$ cat src/rtl/gf_ops_pkg.sv
// Shared types and constants for the sequential adder subsystem.
package gf_ops_pkg;

  localparam int ADD_LATENCY_DEF = 2;

  typedef enum logic [1:0] {
    IDLE,
    BUSY,
    RESP
  } add_arb_state_t;

  function automatic int cnt_width(input int lat);
    return (lat < 1) ? 1 : $clog2(lat + 1);
  endfunction

endpackage

$ cat src/rtl/gf_add_arbiter_rr.sv
// Combinational round-robin grant search starting just above the last winner.
module rr_arbiter #(
  parameter int N = 4
) (
  input  logic [N-1:0]         req,
  input  logic [$clog2(N)-1:0] last,
  output logic [N-1:0]         gnt,
  output logic [$clog2(N)-1:0] gnt_idx
);

  localparam int W = $clog2(N);

  logic found;
  int   p;

  always_comb begin
    gnt     = '0;
    gnt_idx = '0;
    found   = 1'b0;
    p       = 0;
    for (int k = 0; k < N; k++) begin
      p = int'(last) + 1 + k;
      if (p >= N) p = p - N;
      if (!found && req[p]) begin
        found   = 1'b1;
        gnt[p]  = 1'b1;
        gnt_idx = W'(p);
      end
    end
  end

endmodule

$ cat src/rtl/gf_add_arbiter.sv
// Round-robin front end sharing one fixed-latency adder among requesters,
// one operation at a time, with a single tagged response channel.
module gf_add_arbiter
  import gf_ops_pkg::*;
#(
  parameter int DATA_WIDTH  = 32,
  parameter int NUM_REQ     = 4,
  parameter int ADD_LATENCY = ADD_LATENCY_DEF,
  parameter int ID_W        = $clog2(NUM_REQ)
) (
  input  logic                          clk,
  input  logic                          resetn,
  input  logic [NUM_REQ-1:0]            req_valid,
  output logic [NUM_REQ-1:0]            req_ready,
  input  logic [NUM_REQ*DATA_WIDTH-1:0] req_a,
  input  logic [NUM_REQ*DATA_WIDTH-1:0] req_b,
  output logic [DATA_WIDTH-1:0]         add_a,
  output logic [DATA_WIDTH-1:0]         add_b,
  input  logic [DATA_WIDTH-1:0]         add_result,
  output logic                          rsp_valid,
  input  logic                          rsp_ready,
  output logic [DATA_WIDTH-1:0]         rsp_data,
  output logic [ID_W-1:0]               rsp_id,
  output logic                          busy
);

  localparam int CNT_W = cnt_width(ADD_LATENCY);

  add_arb_state_t     state;
  logic [ID_W-1:0]    last_grant;
  logic [ID_W-1:0]    op_id;
  logic [ID_W-1:0]    gnt_idx;
  logic [NUM_REQ-1:0] gnt;
  logic [CNT_W-1:0]   cnt;
  logic               idle_ok;

  rr_arbiter #(.N(NUM_REQ)) u_rr (
    .req     (req_valid),
    .last    (last_grant),
    .gnt     (gnt),
    .gnt_idx (gnt_idx)
  );

  // Reset masks the status outputs in the same cycle it is raised.
  assign idle_ok   = (state == IDLE) && !resetn;
  assign req_ready = idle_ok ? gnt : '0;
  assign busy      = (state != IDLE) && !resetn;
  assign rsp_valid = (state == RESP) && !resetn;

  always_ff @(posedge clk) begin
    if (resetn) begin
      state      <= IDLE;
      last_grant <= ID_W'(NUM_REQ - 1);
      op_id      <= '0;
      cnt        <= '0;
      add_a      <= '0;
      add_b      <= '0;
      rsp_data   <= '0;
      rsp_id     <= '0;
    end else begin
      unique case (state)
        IDLE: begin
          if (|gnt) begin
            add_a      <= req_a[gnt_idx*DATA_WIDTH +: DATA_WIDTH];
            add_b      <= req_b[gnt_idx*DATA_WIDTH +: DATA_WIDTH];
            op_id      <= gnt_idx;
            last_grant <= gnt_idx;
            cnt        <= CNT_W'(ADD_LATENCY);
            state      <= BUSY;
          end
        end
        BUSY: begin
          if (cnt != '0) begin
            cnt <= cnt - CNT_W'(1);
          end else begin
            rsp_data <= add_result;
            rsp_id   <= op_id;
            state    <= RESP;
          end
        end
        RESP: begin
          if (rsp_ready) state <= IDLE;
        end
        default: state <= IDLE;
      endcase
    end
  end

endmodule

$ cat config.mk
export PLATFORM = sky130hd
export DESIGN_NAME = gf_add_arbiter
export DESIGN_NICKNAME = d
export VERILOG_FILES = /design/src/rtl/gf_ops_pkg.sv /design/src/rtl/gf_add_arbiter_rr.sv /design/src/rtl/gf_add_arbiter.sv
export SDC_FILE = /design/constraint.sdc
export NUM_CORES = 1
export LEC_CHECK = 0
export CORE_AREA = 4 4 152 154
export CTS_BUF_LIST = sky130_fd_sc_hd__clkbuf_16
export CTS_CLUSTER_DIAMETER = 150
export CTS_CLUSTER_SIZE = 30
export DETAILED_ROUTE_END_ITERATION = 16
export DIE_AREA = 0 0 156 158
export PLACE_DENSITY = 0.69
export SKIP_CTS_REPAIR_TIMING = 1
export SYNTH_ARGS = -nofsm -noshare
export SYNTH_HDL_FRONTEND = slang
export SYNTH_HIERARCHICAL = 1
export SYNTH_SLANG_ARGS = --single-unit
$ cat constraint.sdc
create_clock -name clk -period 3.52 [get_ports clk]
set_clock_uncertainty 0.05 [all_clocks]
set_input_delay 0.704 -clock clk [delete_from_list [all_inputs] [get_ports clk]]
set_output_delay 0.704 -clock clk [all_outputs]
set_load 0.02 [all_outputs]
Word level (Yosys, flattened, before mapping)
Cells that the tools add are included.
{ "op_classes": {"add_sub_neg": 9, "n_mul": 0, "n_div": 0, "n_lt_le_gt_ge": 12, "eq_ne": 6, "shift": 2, "muxes": 43, "bitwise": 4, "reduce_logical": 23} }
{ "ops": {"columns": ["op", "n"], "rows": [
  ["indexed part select 128 x 8 -> 32 bit", 2],
  [">= comparator 32 x 1 -> 1 bit, second input constant", 4],
  ["less-than comparator 32 x 4 -> 1 bit, second input constant", 4],
  ["two-way mux 32 bit", 4],
  [">= comparator 32 x 4 -> 1 bit, second input constant", 3],
  ["subtractor 32 x 4 -> 32 bit, second input constant", 3],
  ["adder 32 x 3 -> 32 bit, second input constant", 2],
  ["adder 32 x 2 -> 32 bit, second input constant", 1],
  ["two-way mux 4 bit", 5],
  ["two-way mux 2 bit", 9],
  ["two-way mux 1 bit", 15],
  ["OR 4 bit", 3],
  ["logical AND 1 bit", 10],
  ["binary-select mux 1 bit (select 2 bit)", 4],
  ["demux 1 bit (select 2 bit)", 4],
  ["inequality test 2 bit, second input constant", 3],
  ["one-hot mux 2 bit (3 select lines)", 1],
  ["AND reduction 3 bit", 2],
  ["nonzero test 2 bit", 3],
  ["zero test 1 bit", 4],
  ["one-hot mux 2 bit (2 select lines)", 1],
  ["AND reduction 2 bit", 2],
  ["OR reduction 4 bit", 1],
  ["subtractor 3 x 3 -> 4 bit, second input constant", 1],
  ["8 further kinds", 8]
]} }
{ "word_totals": {"reg_bits": 106, "latch_bits": 0, "mem_bits_rw": 0, "romBits": 0, "word_cells": 107, "mem_count": 0} }

Logic depth before layout (Yosys ltp)
Gate-level depths: netlist (run 1).
{ "logic_depth": {"depth_word": 19, "ltp_mapped": 13, "mapped_depth_nobuf": 8} }

Cells and area by module
The synthesis (run 1) kept the hierarchy.
{ "by_module_without_submodules": {"columns": ["module", "instances", "cells_per_inst", "area_each_um2", "seq_area_each_um2"], "rows": [
  ["gf_add_arbiter", 1, 567, 5479.0, 2122.0],
  ["rr_arbiter", 1, 56, 442.9, 0.0]
]} }

Least setup slack after synthesis (run 1)
No wires, ideal clock.
{ "synth_timing": {"path_type": "flip-flop to flip-flop", "from": "reg last_grant[0]", "to": "reg add_b[0]", "arrival_ps": 3095, "setup_slack_ps": 242, "stages_incl_launch_ff": 14, "path_buffers": 5, "path_cell_list": "dfxtp_1 > buf_2 > inv_1 > ha_1 > buf_6 > mux4_2 > a32oi_1 > o211ai_1 > or4_1 > buf_2 > buf_6 > buf_2 > nand3_1 > a21oi_1"} }
{ "synth_via": {"elab_chain_len": 18} }
{ "synth_lines": {"columns": ["item", "line", "rtl"], "rows": [
  ["from (decl)", "gf_add_arbiter.sv:30", "logic [ID_W-1:0] last_grant;"],
  ["from (signal assigned)", "gf_add_arbiter.sv:53", "last_grant <= ID_W'(NUM_REQ - 1);"],
  ["from (signal assigned)", "gf_add_arbiter.sv:67", "last_grant <= gnt_idx;"],
  ["adder 2 x 1 -> 3 bit (*)", "gf_add_arbiter_rr.sv:22", "p = int'(last) + 1 + k;"],
  ["parallel branches: the longest is 14 deep, another holds adder 32 x 2 -> 32 bit", null, null],
  ["two-way mux 4 bit (*)", "gf_add_arbiter_rr.sv:24", "if (!found && req[p]) begin"],
  ["net gnt[2]", "gf_add_arbiter.sv:33", "logic [NUM_REQ-1:0] gnt;"],
  ["OR reduction 4 bit (*)", "gf_add_arbiter.sv:63", "if (|gnt) begin"],
  ["AND reduction 2 bit (no source line) (*)", null, null],
  ["to (signal assigned)", "gf_add_arbiter.sv:65", "add_b <= req_b[gnt_idx*DATA_WIDTH +: DATA_WIDTH];"],
  ["to (decl)", "gf_add_arbiter.sv:18", "output logic [DATA_WIDTH-1:0] add_b,"]
]} }
Mark *: on every way through the listed nets, which the timed path passes. The select of a mux whose other input is x is not followed.
A chain may end at the register's enable or synchronous reset.

Final worst setup path (run 1)
{ "layout_timing": {"from": "in req_valid[0]", "to": "reg add_b[7]"} }
{ "layout_via": {"elab_chain_len": 15} }
{ "layout_lines": {"columns": ["item", "line", "rtl"], "rows": [
  ["from (decl)", "gf_add_arbiter.sv:13", "input logic [NUM_REQ-1:0] req_valid,"],
  ["binary-select mux 1 bit (select 2 bit)", "gf_add_arbiter_rr.sv:24", null],
  ["two-way mux 1 bit (implied by the code) (2 in a row)", "gf_add_arbiter_rr.sv:24", null],
  ["two-way mux 1 bit", "gf_add_arbiter_rr.sv:24", null],
  ["zero test 1 bit", "gf_add_arbiter_rr.sv:24", null],
  ["logical AND 1 bit", "gf_add_arbiter_rr.sv:24", null],
  ["two-way mux 1 bit", "gf_add_arbiter_rr.sv:24", null],
  ["zero test 1 bit", "gf_add_arbiter_rr.sv:24", null],
  ["logical AND 1 bit", "gf_add_arbiter_rr.sv:24", null],
  ["two-way mux 1 bit", "gf_add_arbiter_rr.sv:24", null],
  ["zero test 1 bit", "gf_add_arbiter_rr.sv:24", null],
  ["logical AND 1 bit", "gf_add_arbiter_rr.sv:24", null],
  ["two-way mux 4 bit (*)", "gf_add_arbiter_rr.sv:24", null],
  ["net gnt[2]", "gf_add_arbiter.sv:33", null],
  ["OR reduction 4 bit (*)", "gf_add_arbiter.sv:63", null],
  ["AND reduction 2 bit (no source line) (*)", null, null]
]} }
Mark *: on every way through the listed nets, which the timed path passes. The rest lies on a longest branch. The select of a mux whose other input is x is not followed.

==> flow_summary.yaml, run 1 <==
setup_path:
  worstPathRequired_ps: 3670
  cp.arrival_ps: 3570
  worstRegToRegCells: 11
  cp-start-kind: "primary input"
  r2r_slack_ps: 200
  crit_fanout: 20
  r2r_end: "add_b[7]"
  timing.rr.start: "last_grant[0]"
  worstSetupPathType: "primary input to flop"
  cp-end-kind: "flop"
route:
  drt-total-wl_mm: 23.5
  drc: 0
  dr_total_vias: 6484
  ant_nets: 0
  wl_per_cell_um: 18.2
  vias_per_cell: 5.03
  drt-pass1-iter-count: 4
  first_iter_violations: 309
grt:
  grt_pass1_vias: 6600
  overflow: 0
  grt_max_degree: 69
  antenna_found_initial: 0
  grt_pass1_wl_mm: 34.8
  grtUsageTotal: 0.178
finish:
  final_common_cell: "clkdlybuf4s50_1"
  drive_gt1_frac: 0.132
  final_nets: 1309
  final_core_util: 0.496
  diodes: 0
  regArea_um2: 2120
  final.fill_count: 2073
  final_cell_mix: "392 x clkdlybuf4s50_1, 106 x dfxtp_1, 104 x a21oi_1, 69 x nand2_1, 67 x nand3_1"
  areaGrowthSynthToFinish_pct: 81.8
  stdcell_area_um2: 10800
  multi_input_area_um2: 3500
place:
  port_buffers: 398
  hpwl_mm: 18.2
  place_congestion: 0.774
  place_area_um2: 10400
timing:
  worst_slew_pin_slew_ps: 805
  rsz0062_at_grt: "false"
  finalCritPeriodShare: 0.972
  hold_viol: 0
  maxSlewHeadroom: 0.463
  setup_violations: 0
  period_minus_slack_ps: 3420
  finalMaxSlewViolations: 0
  max_freq_ghz: 0.292
  setup_tns_ps: 0
logic_synthesis:
  yosysUniqueCellTypes: 37
  synthAdderAreaFrac: 0.0190
  synth_edf_count: 0
  synthMuxAreaShare: 0.247
  syn_inst: 623
  ys_ff_latch: 106
  synth_area_per_cell_um2: 9.51
  async_flop_share: 0
  yosys.area_share.simple: 0.140
  synth_top_family_by_area: "multiplexers"
  mappedNetlistNets: 927
  synth_compound_area_frac: 0.176
  synth_xor_area_frac: 0
  synthFlopType: "dfxtp_1"
  syn_area_um2: 5920
  seq_area_frac_synth: 0.358
  yosys_warnings: 6
clock_tree:
  clk_path_buf_depth: 2
  cts_root_buf: "clkbuf_16"
  htree_levels: 3
  clkSinkCount: 106
  numCtsBuffers: 9
  cts_tree: "done"
  clkSlewWorstSetupHoldPaths_ps: 70
  clock_latency_ps: 350
die:
  io_pins: 399
  die_w_um: 156
  core.rowCount: 54
  coreArea_um2: 21700
  start_util: 0.273
  die_area_um2: 24600
  die_height_um: 158
worst_hold_path:
  whs_path_depth: 2
  holdCritStartpoint: "op_id[0]"
  hold_class: "flop to flop"
  holdPathEnd: "rsp_id[0]"
job:
  maxCapViolCount: 0
run_status:
  status: "completed"
power_and_ir_drop:
  p_per_area_nw_per_um2: 839
  ir_worst_vdd_mv: 0.440
  power.leakage_uw: 0.00390
==> worst max-delay path: stages <==
cell             delay [ps]
clkdlybuf4s50_1         420
buf_4                   170
mux4_2                  530
a32oi_1                 190
o211ai_1                150
buf_4                   170
or4_2                   730
buf_6                   180
buf_12                  150
nand3_1                  90
a21oi_1                  80
==> how the worst max path moves through the flow <==
stage,from,end,slack [ps]
after global placement,req_valid[2],req_ready[1],-330
after CTS,req_valid[2],req_ready[1],-380
final,req_valid[0],add_b[7],100
after global routing,req_valid[0],add_a[26],10
after detailed placement,req_valid[2],req_ready[1],-380
after floorplan,last_grant[0],add_b[0],240
==> per-stage QoR <==
| step | total power, uW | cells | setup slack, ps | hold WS, ps |
|---|---|---|---|---|
| finish | 9040 | 1290 | 98.7 | 402 |
| global route | 9690 | 1290 | 10.8 | 424 |
| CTS | 9140 | 1289 | -384 | 407 |
| detailed placement | 7990 | 1273 | -378 | 394 |
| global placement | 7940 | 1273 | -329 | 392 |
| floorplan | 5620 | 623 | 242 | 378 |
==> power by group <==
part	internal [uW]	total (uW)	switching, uW
logic	3120	6250	3130
clock network	630	1110	480
registers	1530	1680	150
total	5280	9040	3760
==> state kept, by name (all words and copies together) (netlist names) <==
name,cells
rsp_data,32
rsp_id,2
last_grant,2
add_a,32
op_id,2
cnt,2
add_b,32
state,2
==> Yosys cell counts, types with 2 or more instances <==
cell type	number	area share
mux4_2	65	0.25
buf_2	17	0.014
nand3b_1	5	0.0063
buf_4	5	0.0063
clkbuf_1	33	0.021
o21ai_0	67	0.057
o21ai_1	6	0.0051
nand2_1	69	0.044
inv_1	10	0.0063
nand3_1	67	0.057
or3b_1	2	0.0030
a32oi_1	4	0.0059
nor2_1	7	0.0044
a21oi_1	106	0.090
nor4_2	2	0.0042
buf_6	2	0.0038
and3b_1	3	0.0044
o211ai_1	4	0.0051
buf_1	10	0.0063
dfxtp_1	106	0.36
ha_1	9	0.019
and2_1	4	0.0042
a211oi_2	2	0.0042
nor3b_1	4	0.0051
nor4_1	2	0.0021
==> logic make-up (layout without fill, tap and decap cells) <==
logic type | Yosys count | after routing
muxes | 65 | 65
DFF | 106 | 106
and+or+nand+nor | 170 | 170
buffers and inverters | 78 | 465
adders and majority gates | 9 | 9
AOI/OAI and AO/OA | 195 | 195
==> area by class of cell <==
type,instances,area share
Timing Repair Buffer,439,0.412
Multi-Input combinational cell,439,0.325
Sequential cell,106,0.197
Tap cell,280,0.0325
Clock buffer,9,0.0209
Clock inverter,7,0.00918
Inverter,10,0.00349
==> metal layers <==
metal | GRT usage | wire [um] | part of all wire
met5 | 0 | 0 | 0
met4 | 0.0446 | 379 | 0.016
met3 | 0.0495 | 1890 | 0.081
met2 | 0.321 | 12100 | 0.51
met1 | 0.209 | 9130 | 0.39
Power figures use the tool's default switching activity.
==> run 2: changes to the inputs <==
--- a/config.mk
+++ b/config.mk
@@ -11,7 +11,9 @@
 export CTS_CLUSTER_SIZE = 30
 export DETAILED_ROUTE_END_ITERATION = 16
 export DIE_AREA = 0 0 156 158
+export GPL_TIMING_DRIVEN = 0
 export PLACE_DENSITY = 0.69
+export SETUP_SLACK_MARGIN = 0.05
 export SKIP_CTS_REPAIR_TIMING = 1
 export SYNTH_ARGS = -nofsm -noshare
 export SYNTH_HDL_FRONTEND = slang
==> run 2 against run 1 <==
Against the previous run:
- die area is the same
- sequential share of layout area grew 0.14 points
- core utilization shrank 0.23 points
- maximum frequency shrank 1.4%
- final cell count grew 2.7%
- non-clock buffer count grew 36
- combinational power is essentially flat
- register-to-register slack lost 100 ps
- critical path depth shrank 1
- flip-flop and latch count is the same
- count of clock-buffer cells in the layout is the same
- sequential power is essentially flat
- critical path type is now flop to output pin
- largest cell class unchanged
==> flow_summary.yaml, run 2 (same netlist as run 1, synthesis figures left out) <==
die:
  die_height_um: 158
  core.rowCount: 54
  io_pins: 399
  start_util: 0.273
  coreArea_um2: 21700
  die_area_um2: 24600
  die_w_um: 156
route:
  drt-pass1-iter-count: 4
  first_iter_violations: 335
  route.met3.wl_mm: 1.76
  ant_nets: 0
  wl_per_cell_um: 18.9
  drt-total-wl_mm: 25.1
  met1_length_mm: 9.70
  top_layer_used: "met4"
  vias_per_cell: 4.97
  dr_total_vias: 6591
  wl_met2_mm: 13.1
  drc: 0
finish:
  final_cell_mix: "389 x clkdlybuf4s50_1, 106 x a21oi_1, 104 x dfxtp_1, 69 x nand2_1"
  multi_input_area_um2: 3500
  final_nets: 1345
  final_common_cell: "clkdlybuf4s50_1"
  diodes: 0
  areaGrowthSynthToFinish_pct: 81.0
  final_core_util: 0.494
  final.fill_count: 2039
  regArea_um2: 2130
  drive_gt1_frac: 0.128
  reg.largest.list: "add_a (32), add_b (32), rsp_data (32)"
worst_hold_path:
  hold_class: "flop to flop"
  holdPathEnd: "rsp_id[0]"
  holdCritStartpoint: "op_id[0]"
  whs_path_depth: 2
clock_tree:
  numCtsBuffers: 9
  htree_levels: 3
  clock_latency_ps: 340
  clkSinkCount: 106
  clk_path_buf_depth: 2
  clkSlewWorstSetupHoldPaths_ps: 70
  cts_root_buf: "clkbuf_16"
  cts_tree: "done"
timing:
  hold_viol: 0
  rsz0062_at_grt: "true"
  max_freq_ghz: 0.288
  finalCritPeriodShare: 0.986
  fin_ws_ps: 50.9
  maxSlewHeadroom: 0.531
  finalMaxSlewViolations: 0
  period_minus_slack_ps: 3470
  worst_slew_pin_slew_ps: 701
  setup_violations: 0
setup_path:
  worstRegToRegCells: 14
  timing.rr.start: "last_grant[0]"
  worstSetupPathType: "flop to output pin"
  cp-end-kind: "output pin"
  cp.arrival_ps: 2720
  crit_fanout: 5
  r2r_end: "add_b[11]"
  r2r_slack_ps: 100
  cp-start-kind: "flop"
  worstPathRequired_ps: 2770
grt:
  grt_pass1_vias: 6599
  grtUsageTotal: 0.185
  overflow: 0
  grt_pass1_wl_mm: 35.8
  grt_max_degree: 18
  antenna_found_initial: 0
place:
  pre_cts_ws_ps: -566
  place_congestion: 0.822
  port_buffers: 396
  hpwl_mm: 20.1
power_and_ir_drop:
  ir_worst_vdd_mv: 0.490
  p_per_area_nw_per_um2: 829
  power.leakage_uw: 0.00383
job:
  maxCapViolCount: 0
run_status:
  status: "completed"
==> run 2: worst max path at each step <==
stage | start | end | slack [ps] | depth (start not counted)
2_1_floorplan | last_grant[0] | add_b[0] | 240 | 13
3_3_place_gp | last_grant[0] | add_b[9] | -490 | 12
3_5_place_dp | last_grant[0] | add_b[9] | -570 | 12
4_1_cts | last_grant[0] | req_ready[2] | -700 | 9
5_1_grt | last_grant[0] | add_b[14] | -40 | 14
6_report | last_grant[0] | req_ready[2] | 50 | 10
==> run 2: stage by stage <==
stage	total power [uW]	cell area (um2)	hold slack, ps	instances	setup TNS [ps]
after global placement	7660	10200	390	1299	-26730
after floorplan	5620	5920	378	623	0
after global routing	9590	10700	415	1325	-277
after CTS	8670	10500	407	1314	-30410
final	8880	10700	403	1325	0
after detailed placement	7710	10200	396	1299	-29980
==> run 2: layer usage <==
metal,up-vias,GRT usage
met4,0,0.0442
met3,30,0.0457
met5,-,0
li1,3150,-
met2,282,0.340
met1,3129,0.216
==> run 2: worst max-delay path: stages, from the launching register on <==
cell	delay (ps)
dfxtp_4	390
buf_8	120
clkinvlp_4	110
ha_4	280
buf_6	100
mux4_2	560
a32oi_2	210
o211ai_1	170
buf_4	180
and2_4	130
buf_6	120
==> run 2: area by class of cell <==
cell class,count,share of cell area
Timing Repair Buffer,407,0.380
Multi-Input combinational cell,439,0.326
Inverter,10,0.00385
Sequential cell,106,0.198
Clock buffer,9,0.0210
Clock inverter,6,0.00385
Buffer,68,0.0341
Tap cell,280,0.0327
==> run 2: power by group <==
group | internal, uW | switching (uW)
Sequential | 1540 | 147
Combinational | 2990 | 3270
Clock | 478 | 462
==> run 3: changes to the inputs <==
--- a/config.mk
+++ b/config.mk
@@ -14,7 +14,6 @@
 export GPL_TIMING_DRIVEN = 0
 export PLACE_DENSITY = 0.69
 export SETUP_SLACK_MARGIN = 0.05
-export SKIP_CTS_REPAIR_TIMING = 1
 export SYNTH_ARGS = -nofsm -noshare
 export SYNTH_HDL_FRONTEND = slang
 export SYNTH_HIERARCHICAL = 1
==> run 3 against run 2 <==
Against the previous run:
- critical path depth shrank 1
- count of clock-buffer cells in the layout is the same
- sequential share of layout area grew 0.18 points
- cell area shrank 0.81%
- global-route usage grew 0.081 points
- flip-flop and latch count is the same
- final cell count shrank 0.23%
- die area is the same
- critical path type unchanged
==> flow_summary.yaml, run 3 (same netlist as run 1, synthesis figures left out) <==
timing:
  setup_violations: 0
  worst_slew_pin_slew_ps: 685
  hold_viol: 0
  period_minus_slack_ps: 3370
  rsz0062_at_grt: "false"
  max_freq_ghz: 0.297
  maxSlewHeadroom: 0.544
  finalMaxSlewViolations: 0
  finalCritPeriodShare: 0.957
clock_tree:
  htree_levels: 3
  cts_root_buf: "clkbuf_16"
  numCtsBuffers: 9
  clkSlewWorstSetupHoldPaths_ps: 70
  clock_latency_ps: 340
  clkSinkCount: 106
  cts_tree: "done"
  clk_path_buf_depth: 2
power_and_ir_drop:
  p_sw_uw: 3840
  power.internal_uw: 4910
  pwr-share-seq: 0.193
  ir_worst_vdd_mv: 0.485
  comb_power_share: 0.701
  netSwitchingFraction: 0.439
  power.leakage_uw: 0.00377
  p_per_area_nw_per_um2: 823
  p_clk_frac: 0.107
  p_total_uw: 8750
setup_path:
  worst-path-buf-inv: 4
  cp-start-kind: "flop"
  slowest_stage: "a311o_2"
  crit_path_cell_trace: "inv_2, ha_1, buf_6, buf_4, a311o_2, a32oi_1, o211ai_1, and2_1, buf_2"
  cp_top_family: "compound AO/OA/AOI/OAI gates"
  cp.arrival_ps: 2610
  crit_fanout: 8
  cp-end-kind: "output pin"
  worstSetupPathType: "flop to output pin"
  worstPathRequired_ps: 2770
  slowest_delay_ps: 410
grt:
  grtUsageTotal: 0.186
  grt_pass1_vias: 6620
  grt_pass1_wl_mm: 36.0
  grt_max_degree: 18
  antenna_found_initial: 0
  overflow: 0
finish:
  stdcell_area_um2: 10600
  final_cells: 1322
  final_common_cell: "clkdlybuf4s50_1"
  final_cell_mix: "389 x clkdlybuf4s50_1, 106 x a21oi_1, 104 x dfxtp_1, 69 x nand2_1"
  reg.largest.list: "add_a (32), add_b (32), rsp_data (32)"
  drive_gt1_frac: 0.129
  areaGrowthSynthToFinish_pct: 79.5
  diodes: 0
  final_nets: 1342
die:
  start_util: 0.273
  die_height_um: 158
  coreArea_um2: 21700
  io_pins: 399
  die_w_um: 156
  die_area_um2: 24600
  core.rowCount: 54
route:
  drt-total-wl_mm: 24.9
  wl_per_cell_um: 18.8
  dr_total_vias: 6537
  drt-pass1-iter-count: 4
  ant_nets: 0
  first_iter_violations: 339
  vias_per_cell: 4.94
  drc: 0
place:
  place_area_um2: 10200
  port_buffers: 396
  hpwl_mm: 20.1
  placedCellCount: 1299
  place_congestion: 0.822
job:
  maxCapViolCount: 0
run_status:
  status: "completed"
worst_hold_path:
  hold_class: "flop to flop"
run 3: cell count changes in the layout (fill, tap and decap cells not counted), sizes merged:
cell / before / now
clkbuf: 49 / 45
dlymetal6s2s: 5 / 2
inv: 11 / 12
clkinvlp: 3 / 2
clkdlybuf4s15: 0 / 3
dlygate4sd2: 0 / 1
run 3: worst register-to-register path: stages, from the launching register on:
cell and delay, ps:
dfxtp_4 380, inv_2 70, ha_1 300, buf_6 120, buf_4 160, a311o_2 410
a32oi_1 250, o211ai_1 230, or4_1 580, buf_6 160, buf_6 150, buf_6 150
nand3_2 100, a21oi_1 70
run 3: final cells by class:
| cell class | count | area, um2 |
|---|---|---|
| repair buffers | 405 | 4030 |
| flip-flops and latches | 106 | 2130 |
| inverters | 10 | 37.5 |
| plain buffers | 67 | 333 |
| well taps | 280 | 350 |
| multi-input cells | 439 | 3480 |
| fillers | 2062 | 11100 |
| clock inverters | 6 | 41.3 |
| clock buffers | 9 | 225 |
run 3: final timing paths:
kind	startpoint	to	slack, ps	cells after the start
max	last_grant[0]	req_ready[2]	150	9
min reg2reg	op_id[0]	rsp_id[0]	400	2
min	op_id[0]	rsp_id[0]	400	2
max reg2reg	last_grant[0]	add_b[11]	210	13
run 3: routing by layer:
| metal | GRT usage | vias up | share of wire |
|---|---|---|---|
| met5 | 0 | - | 0 |
| met3 | 0.0457 | 25 | 0.071 |
| li1 | - | 3146 | - |
| met1 | 0.217 | 3100 | 0.39 |
| met4 | 0.0421 | 0 | 0.016 |
| met2 | 0.343 | 266 | 0.52 |
run 3: timing repair:
item	CTS	global route
hold buffers	0	0
pin swaps	5	4
cloned	0	0
setup buffers	6	3
endpoints found under the setup margin	75	71
resized for setup	27	16
run 3: through the flow:
stage	TNS, ps	utilization	setup slack [ps]	hold slack [ps]
final	0	0.490	152	401
after global placement	-26730	0.472	-493	390
after floorplan	0	-	242	378
after global routing	0	0.490	39.7	415
after CTS	0	0.488	39.3	407
after detailed placement	-29980	0.472	-566	396
run 3: power by group through the flow:
stage	clock, uW	sequential [uW]	combinational [uW]
floorplan	0	2030	3600
global placement	0	1700	5960
detailed placement	0	1710	6000
CTS	972	1680	6200
global route	1020	1720	6730
finish	934	1680	6130
